==> config.mk <==
export PLATFORM = sky130hd
export DESIGN_NAME = trace_event_player_flat
export DESIGN_NICKNAME = d
export VERILOG_FILES = /design/src/rtl/trace_event_player_if.sv /design/src/rtl/trace_event_player.sv /design/src/flat_wrapper.sv
export SDC_FILE = /design/constraint.sdc
export NUM_CORES = 2
export LEC_CHECK = 0
export CORE_ASPECT_RATIO = 1.1
export CORE_UTILIZATION = 50
export DETAILED_ROUTE_END_ITERATION = 12
export PLACE_DENSITY_LB_ADDON = 0.1
export SYNTH_ARGS = -nofsm -noshare
export SYNTH_HDL_FRONTEND = slang
export SYNTH_SLANG_ARGS = --single-unit
==> constraint.sdc <==
create_clock -name clk -period 8.3 [get_ports clk]
set_input_delay 1.245 -clock clk [delete_from_list [all_inputs] [get_ports clk]]
set_output_delay 1.245 -clock clk [all_outputs]
set_load 0.03 [all_outputs]
==> src/rtl/trace_event_player_if.sv <==
// rtl/trace_event_player_if.sv - table load port and monitor event stream of the trace event player
interface trace_event_player_if #(
    parameter int NUM_INPUTS = 1,
    parameter int DATA_W     = 64,
    parameter int DELTA_W    = 32,
    parameter int ADDR_W     = 4
);
    logic                         wr_en;
    logic [ADDR_W-1:0]            wr_addr;
    logic [DELTA_W-1:0]           wr_delta;
    logic [NUM_INPUTS-1:0]        wr_mask;
    logic [NUM_INPUTS*DATA_W-1:0] wr_data;
    logic                         ready;
    logic [NUM_INPUTS*DATA_W-1:0] input_flat;
    logic [NUM_INPUTS-1:0]        new_input;

    modport master (
        output wr_en, wr_addr, wr_delta, wr_mask, wr_data, ready,
        input  input_flat, new_input
    );

    modport slave (
        input  wr_en, wr_addr, wr_delta, wr_mask, wr_data, ready,
        output input_flat, new_input
    );
endinterface

==> src/rtl/trace_event_player.sv <==
// rtl/trace_event_player.sv - replays a preloaded table of timed multi-channel events into a monitor
module trace_event_player #(
    parameter int NUM_INPUTS = 1,
    parameter int DATA_W     = 64,
    parameter int DELTA_W    = 32,
    parameter int DEPTH      = 16,
    parameter int ADDR_W     = $clog2(DEPTH)
) (
    input  logic                 clk,
    input  logic                 rst,
    input  logic                 en_i,
    input  logic [ADDR_W:0]      num_events_i,
    input  logic                 loop_mode_i,
    input  logic                 start_i,
    input  logic                 stop_i,
    trace_event_player_if.slave  bus,
    output logic                 busy_o,
    output logic                 done_o,
    output logic [ADDR_W-1:0]    event_idx_o,
    output logic [15:0]          loop_cnt_o,
    output logic [31:0]          stall_cnt_o
);
    typedef enum logic [1:0] {S_IDLE, S_WAIT, S_FIRE, S_DONE} state_t;

    localparam logic [ADDR_W:0]   DEPTH_N   = (ADDR_W+1)'(DEPTH);
    localparam logic [ADDR_W:0]   N_ONE     = (ADDR_W+1)'(1);
    localparam logic [ADDR_W-1:0] IDX_FIRST = '0;
    localparam logic [ADDR_W-1:0] IDX_ONE   = ADDR_W'(1);

    logic [DELTA_W-1:0]           delta_mem [DEPTH];
    logic [NUM_INPUTS-1:0]        mask_mem  [DEPTH];
    logic [NUM_INPUTS*DATA_W-1:0] data_mem  [DEPTH];

    state_t              state_q, state_d;
    logic [ADDR_W-1:0]   idx_q, idx_d;
    logic [DELTA_W-1:0]  cnt_q, cnt_d;
    logic [ADDR_W:0]     n_q, n_d;
    logic                loop_q, loop_d;
    logic                done_q, done_d;
    logic [15:0]         loop_cnt_q, loop_cnt_d;
    logic [31:0]         stall_cnt_q, stall_cnt_d;

    logic                         tbl_we;
    logic [DELTA_W-1:0]           cur_delta;
    logic [NUM_INPUTS-1:0]        cur_mask;
    logic [NUM_INPUTS*DATA_W-1:0] cur_data;
    logic [ADDR_W:0]              n_start;
    logic                         is_last;
    logic                         fire_ok;
    logic                         arm;
    logic [DELTA_W-1:0]           arm_delta;

    // The table is only writable while no playback is reading it.
    assign tbl_we = en_i && bus.wr_en && (state_q == S_IDLE || state_q == S_DONE);

    always_ff @(posedge clk) begin
        if (tbl_we) begin
            delta_mem[bus.wr_addr] <= bus.wr_delta;
            mask_mem[bus.wr_addr]  <= bus.wr_mask;
            data_mem[bus.wr_addr]  <= bus.wr_data;
        end
    end

    assign cur_delta = delta_mem[idx_q];
    assign cur_mask  = mask_mem[idx_q];
    assign cur_data  = data_mem[idx_q];
    assign n_start   = (num_events_i > DEPTH_N) ? DEPTH_N : num_events_i;
    assign is_last   = ({1'b0, idx_q} == (n_q - N_ONE));

    // A mask-0 entry is a pure delay and never waits on the monitor.
    assign fire_ok = en_i && !stop_i && (state_q == S_FIRE) &&
                     ((cur_mask == '0) || bus.ready);

    always_comb begin
        bus.new_input  = '0;
        bus.input_flat = '0;
        if (fire_ok) begin
            bus.new_input = cur_mask;
            for (int k = 0; k < NUM_INPUTS; k++) begin
                if (cur_mask[k]) begin
                    bus.input_flat[k*DATA_W +: DATA_W] = cur_data[k*DATA_W +: DATA_W];
                end
            end
        end
    end

    always_comb begin
        state_d     = state_q;
        idx_d       = idx_q;
        cnt_d       = cnt_q;
        n_d         = n_q;
        loop_d      = loop_q;
        done_d      = done_q;
        loop_cnt_d  = loop_cnt_q;
        stall_cnt_d = stall_cnt_q;
        arm         = 1'b0;
        arm_delta   = cur_delta;

        if (stop_i) begin
            state_d = S_IDLE;
            done_d  = 1'b0;
            cnt_d   = '0;
        end else begin
            case (state_q)
                S_IDLE, S_DONE: begin
                    if (start_i) begin
                        n_d         = n_start;
                        loop_d      = loop_mode_i;
                        idx_d       = IDX_FIRST;
                        stall_cnt_d = '0;
                        loop_cnt_d  = '0;
                        done_d      = 1'b0;
                        if (n_start == '0) begin
                            state_d = S_DONE;
                            done_d  = 1'b1;
                        end else begin
                            arm       = 1'b1;
                            arm_delta = delta_mem[IDX_FIRST];
                        end
                    end
                end
                S_WAIT: begin
                    if (cnt_q == '0) begin
                        state_d = S_FIRE;
                    end else begin
                        cnt_d = cnt_q - DELTA_W'(1);
                    end
                end
                S_FIRE: begin
                    if (fire_ok) begin
                        if (is_last) begin
                            if (loop_q) begin
                                idx_d     = IDX_FIRST;
                                arm       = 1'b1;
                                arm_delta = delta_mem[IDX_FIRST];
                                if (loop_cnt_q != '1) begin
                                    loop_cnt_d = loop_cnt_q + 16'd1;
                                end
                            end else begin
                                state_d = S_DONE;
                                done_d  = 1'b1;
                            end
                        end else begin
                            idx_d     = idx_q + IDX_ONE;
                            arm       = 1'b1;
                            arm_delta = delta_mem[idx_q + IDX_ONE];
                        end
                    end else if (stall_cnt_q != '1) begin
                        stall_cnt_d = stall_cnt_q + 32'd1;
                    end
                end
                default: state_d = S_IDLE;
            endcase
        end

        // Delay d means d WAIT cycles, so d=0 goes straight to FIRE for back-to-back events.
        if (arm) begin
            if (arm_delta == '0) begin
                state_d = S_FIRE;
                cnt_d   = '0;
            end else begin
                state_d = S_WAIT;
                cnt_d   = arm_delta - DELTA_W'(1);
            end
        end
    end

    always_ff @(posedge clk) begin
        if (rst) begin
            state_q     <= S_IDLE;
            idx_q       <= '0;
            cnt_q       <= '0;
            n_q         <= '0;
            loop_q      <= 1'b0;
            done_q      <= 1'b0;
            loop_cnt_q  <= '0;
            stall_cnt_q <= '0;
        end else if (en_i) begin
            state_q     <= state_d;
            idx_q       <= idx_d;
            cnt_q       <= cnt_d;
            n_q         <= n_d;
            loop_q      <= loop_d;
            done_q      <= done_d;
            loop_cnt_q  <= loop_cnt_d;
            stall_cnt_q <= stall_cnt_d;
        end
    end

    assign busy_o      = (state_q == S_WAIT) || (state_q == S_FIRE);
    assign done_o      = done_q;
    assign event_idx_o = idx_q;
    assign loop_cnt_o  = loop_cnt_q;
    assign stall_cnt_o = stall_cnt_q;
endmodule

==> src/flat_wrapper.sv <==
// flat-port wrapper written by rule: the top's interface ports become plain ports
module trace_event_player_flat 
#(
    parameter int NUM_INPUTS = 1,
    parameter int DATA_W     = 64,
    parameter int DELTA_W    = 32,
    parameter int DEPTH      = 16,
    parameter int ADDR_W     = $clog2(DEPTH)
)
  (clk, rst, en_i, num_events_i, loop_mode_i, start_i, stop_i, busy_o, done_o, event_idx_o, loop_cnt_o, stall_cnt_o, bus_wr_en, bus_wr_addr, bus_wr_delta, bus_wr_mask, bus_wr_data, bus_ready, bus_input_flat, bus_new_input);
  trace_event_player_if #(.NUM_INPUTS(NUM_INPUTS), .DATA_W(DATA_W), .DELTA_W(DELTA_W), .ADDR_W(ADDR_W)) bus_i ();
  input  logic clk;
  input  logic rst;
  input  logic en_i;
  input  logic [ADDR_W:0] num_events_i;
  input  logic loop_mode_i;
  input  logic start_i;
  input  logic stop_i;
  output logic busy_o;
  output logic done_o;
  output logic [ADDR_W-1:0] event_idx_o;
  output logic [15:0] loop_cnt_o;
  output logic [31:0] stall_cnt_o;
  input wire logic [$bits(bus_i.wr_en)-1:0] bus_wr_en;
  input wire logic [$bits(bus_i.wr_addr)-1:0] bus_wr_addr;
  input wire logic [$bits(bus_i.wr_delta)-1:0] bus_wr_delta;
  input wire logic [$bits(bus_i.wr_mask)-1:0] bus_wr_mask;
  input wire logic [$bits(bus_i.wr_data)-1:0] bus_wr_data;
  input wire logic [$bits(bus_i.ready)-1:0] bus_ready;
  output wire logic [$bits(bus_i.input_flat)-1:0] bus_input_flat;
  output wire logic [$bits(bus_i.new_input)-1:0] bus_new_input;
  assign bus_i.wr_en = bus_wr_en;
  assign bus_i.wr_addr = bus_wr_addr;
  assign bus_i.wr_delta = bus_wr_delta;
  assign bus_i.wr_mask = bus_wr_mask;
  assign bus_i.wr_data = bus_wr_data;
  assign bus_i.ready = bus_ready;
  assign bus_input_flat = bus_i.input_flat;
  assign bus_new_input = bus_i.new_input;
  trace_event_player #(.NUM_INPUTS(NUM_INPUTS), .DATA_W(DATA_W), .DELTA_W(DELTA_W), .DEPTH(DEPTH), .ADDR_W(ADDR_W)) u_core (.clk(clk), .rst(rst), .en_i(en_i), .num_events_i(num_events_i), .loop_mode_i(loop_mode_i), .start_i(start_i), .stop_i(stop_i), .bus(bus_i), .busy_o(busy_o), .done_o(done_o), .event_idx_o(event_idx_o), .loop_cnt_o(loop_cnt_o), .stall_cnt_o(stall_cnt_o));
endmodule
==> summary.md <==
| Metric | Value |
|---|---|
| Grt met3 use | `just under 5%` |
| Post-synthesis cell area | `70700 um^2` |
| Max-Cap Viols | `0` |
| Non-Filler Instances | `5862` |
| Tmin final | `6.13 ns` |
| Slew at the pin closest to its max-slew limit | `1.23 ns` |
| Resized Gates After CTS | `0` |
| Worst hold path class | `reg -> reg` |
| Critical path endpoint category | `output pin` |
| Status | `completed` |
| Worst-case clock buffer depth | `3` |
| GR Layer Usage met1 | `36.3%` |
| Setup_tns | `0 ns` |
| Port bufs | `232` |
| R2R Setup Slk | `2.44 ns` |
| VDD IR-drop max | `0.000219 V` |
| Seq/Total Area, Yosys | `68.7%` |
| H-tree levels | `4` |
| Register-to-Register Path Depth | `13` |
| Final WL | `~180 mm` |
| Initial antenna violation count | `18` |
| Post-route cell area | `80300 um^2` |
| Die width | `roughly 360 um` |
| Synth top area cells | `edfxtp_1, mux4_2, dfxtp_1, mux2i_1, nor2_1` |
| Post-synthesis async set-or-reset flop share | `0%` |
| Avg Cell Area, Syn | `slightly below 20 um^2` |
| Hold Buf Count CTS | `0` |
| Dominant cell type by area after synthesis | `edfxtp_1` |
| Area Growth Syn to Fin | `13.6%` |
| Worst Path Max Fanout | `102` |
| Die H | `396 um` |
| WL/cell | `between 30 and 40 um` |
| Final setup vio count | `0` |
| Final net count | `4033` |
| I/O pins | `around 230` |
| Most frequent cells in the layout | `edfxtp_1, mux4_2, clkdlybuf4s50_1, clkbuf_16, nand2_1` |
| Clock Pin Slew Worst Setup and Hold Paths | `0.06 ns` |
| Yosys top cell area share | `66.0%` |
| GR peak layer | `met2` |
| RSZ-0062 raised after global routing | `false` |
| Crit Path Class | `reg -> out` |
| Rows | `144` |
| Seq cells post-synth | `1649` |
| Critical Path RT | `7.05 ns` |
| Cell Pwr Density | `214 nW/um^2` |
| Dpl cells | `5565` |
| Clk sinks | `1649` |
| Hold Path Depth | `2` |
| Placed inst area | `between 70000 and 80000 um^2` |
| Worst skew pair latency | `0.82 ns` |
| DR iter-0 viols | `~4000` |
| Post-CTS Setup Bufs | `0` |
| Main synth FF type | `edfxtp_1` |
| Post-DRT Antenna Nets | `0` |
| Synth cell types | `between 100 and 150` |
| Met2 usage | `40.4%` |
| CTS buffer count | `168` |
| CTS root buf | `clkbuf_16` |
| Core area | `140000 um^2` |
| Die ar. | `143000 um^2` |
| Router iterations before antenna repair | `5` |
| Largest net degree at the start of global routing | `109` |
| CTS tree | `built` |
| Starting Density | `50.4%` |
| Most common cell after layout, fill and taps aside | `edfxtp_1` |
| Hold endpoint | `u_core.state_q[1]$_SDFFE_PP0P_` |
| Vias in the first global route | `38200` |
| First-pass GRT wire length | `264 mm` |
| Synth Net Count | `3783` |
| Critical Path AT | `4.88 ns` |
| Fin. Hold Viols | `0` |
| Yosys warns | `0` |
| Post-synth EDFFs | `1552` |
| Crit start category | `register` |
| Reg2Reg Capture Point | `u_core.cnt_q[23]$_SDFFE_PP0P_` |
| Residual DRC | `0` |
| Via-per-instance ratio | `6.42` |
| GRT Util Overall | `between 20% and 30%` |
| Min-delay src | `u_core.state_q[1]$_SDFFE_PP0P_` |
| Post-Syn Instances | `roughly 3700` |
| Max-Slew Margin vs Limit | `between 10% and 20%` |
| Clk_skew | `0.0508 ns` |
| Max Clk Rate | `0.163 GHz` |
| RD Place Congestion | `0.932` |
| Layout cell share with drive strength beyond 1 | `24.2%` |
| Post-DP HPWL | `97.7 mm` |
| Final-report max-slew violation count | `0` |
| Tcrit/Tclk final | `73.8%` |
| Grt ovf | `0` |
| Vias | `between 30000 and 40000` |
| Pleak | `24.2 nW` |
[power by group]
part,switching [W],leakage (nW),internal [W]
sequential,0.0000361,14.8,0.00917
combinational,0.000461,6.89,0.000227
clock,0.00319,2.53,0.00406
[critical path, cell delays in order (launching register included)]
cell	delay [ns]
dfxtp_4	0.61
buf_12	0.53
buf_4	0.86
mux4_2	0.43
mux4_2	0.55
nor2b_1	0.17
clkdlybuf4s50_1	0.63
[cells by family after synthesis]
family	share of synthesized area, %
compound gates	3.59
xor+xnor	0.965
fa+ha+maj	0.159
buf+inv	1.93
flops	68.7
mux	19.9
simple gates	4.74
[through the flow]
stage	power, W	hold slack, ns	utilization (%)	worst slack (ns)
finish	0.0171	0.489	57.3	2.17
global route	0.0177	0.528	57.3	1.99
CTS	0.0173	0.485	57.3	2.13
detailed placement	0.0101	0.475	53.5	1.83
global placement	0.0101	0.467	53.5	2.00
floorplan	0.00976	0.449	-	1.92
[final cells by class]
type / instances / area, um^2
clock buffer: 216 / 4410
antenna: 4 / 10.0
timing repair buffer: 307 / 3120
inverter: 30 / 121
clock inverter: 77 / 818
sequential: 1649 / 48600
fill: 10500 / 59900
multi-input combinational: 1754 / 21000
tap: 1825 / 2280
[per-layer routing]
layer	routed length, um	vias to the layer above
met1	76000	20100
met5	132	-
met4	5040	22
met2	87200	1425
met3	12300	312
li1	-	15800
[worst max path at each step]
| stage | start | end | slack, ns | cells past startpoint |
|---|---|---|---|---|
| finish | register | bus_input_flat[13] | 2.17 | 6 |
| global route | register | bus_input_flat[9] | 1.99 | 9 |
| CTS | register | bus_input_flat[4] | 2.13 | 6 |
| detailed placement | num_events_i[4] | u_core.cnt_q[23]$_SDFFE_PP0P_ | 1.83 | 12 |
| global placement | num_events_i[4] | u_core.cnt_q[27]$_SDFFE_PP0P_ | 2.00 | 12 |
| floorplan | bus_wr_en | u_core.data_mem[1][0]$_DFFE_PP_ | 1.92 | 3 |
[registers in the layout (all words and copies together) (netlist names), named ones only]
signal,count
u_core.cnt_q,32
u_core.data_mem,1024
u_core.delta_mem,512
u_core.done_o,1
u_core.event_idx_o,4
u_core.loop_cnt_o,16
u_core.loop_q,1
u_core.mask_mem,16
u_core.n_q,5
u_core.stall_cnt_o,32
u_core.state_q,2
[Yosys cell counts (9+ instances only)]
library cell,count
edfxtp_1,1552
mux4_2,587
nor2_1,145
nand2_1,141
dfxtp_1,97
clkbuf_1,90
nor2b_1,74
o21ai_0,73
nand3_1,72
a21oi_1,62
mux2i_1,57
nor3_1,52
a22oi_1,47
buf_2,46
xor2_1,44
buf_1,36
xnor2_1,32
buf_6,27
inv_1,27
buf_4,22
a31oi_1,21
and3_1,19
nand4_1,17
nor3b_1,17
or3_1,16
a211oi_1,15
nor4_1,15
a221oi_1,13
mux2_2,13
and2_1,11
nand2b_1,11
o21ai_1,11
nand3b_1,10
o22ai_1,10
o31a_1,10
ha_1,9
o211ai_1,9
(Power assumes the default switching activity.)
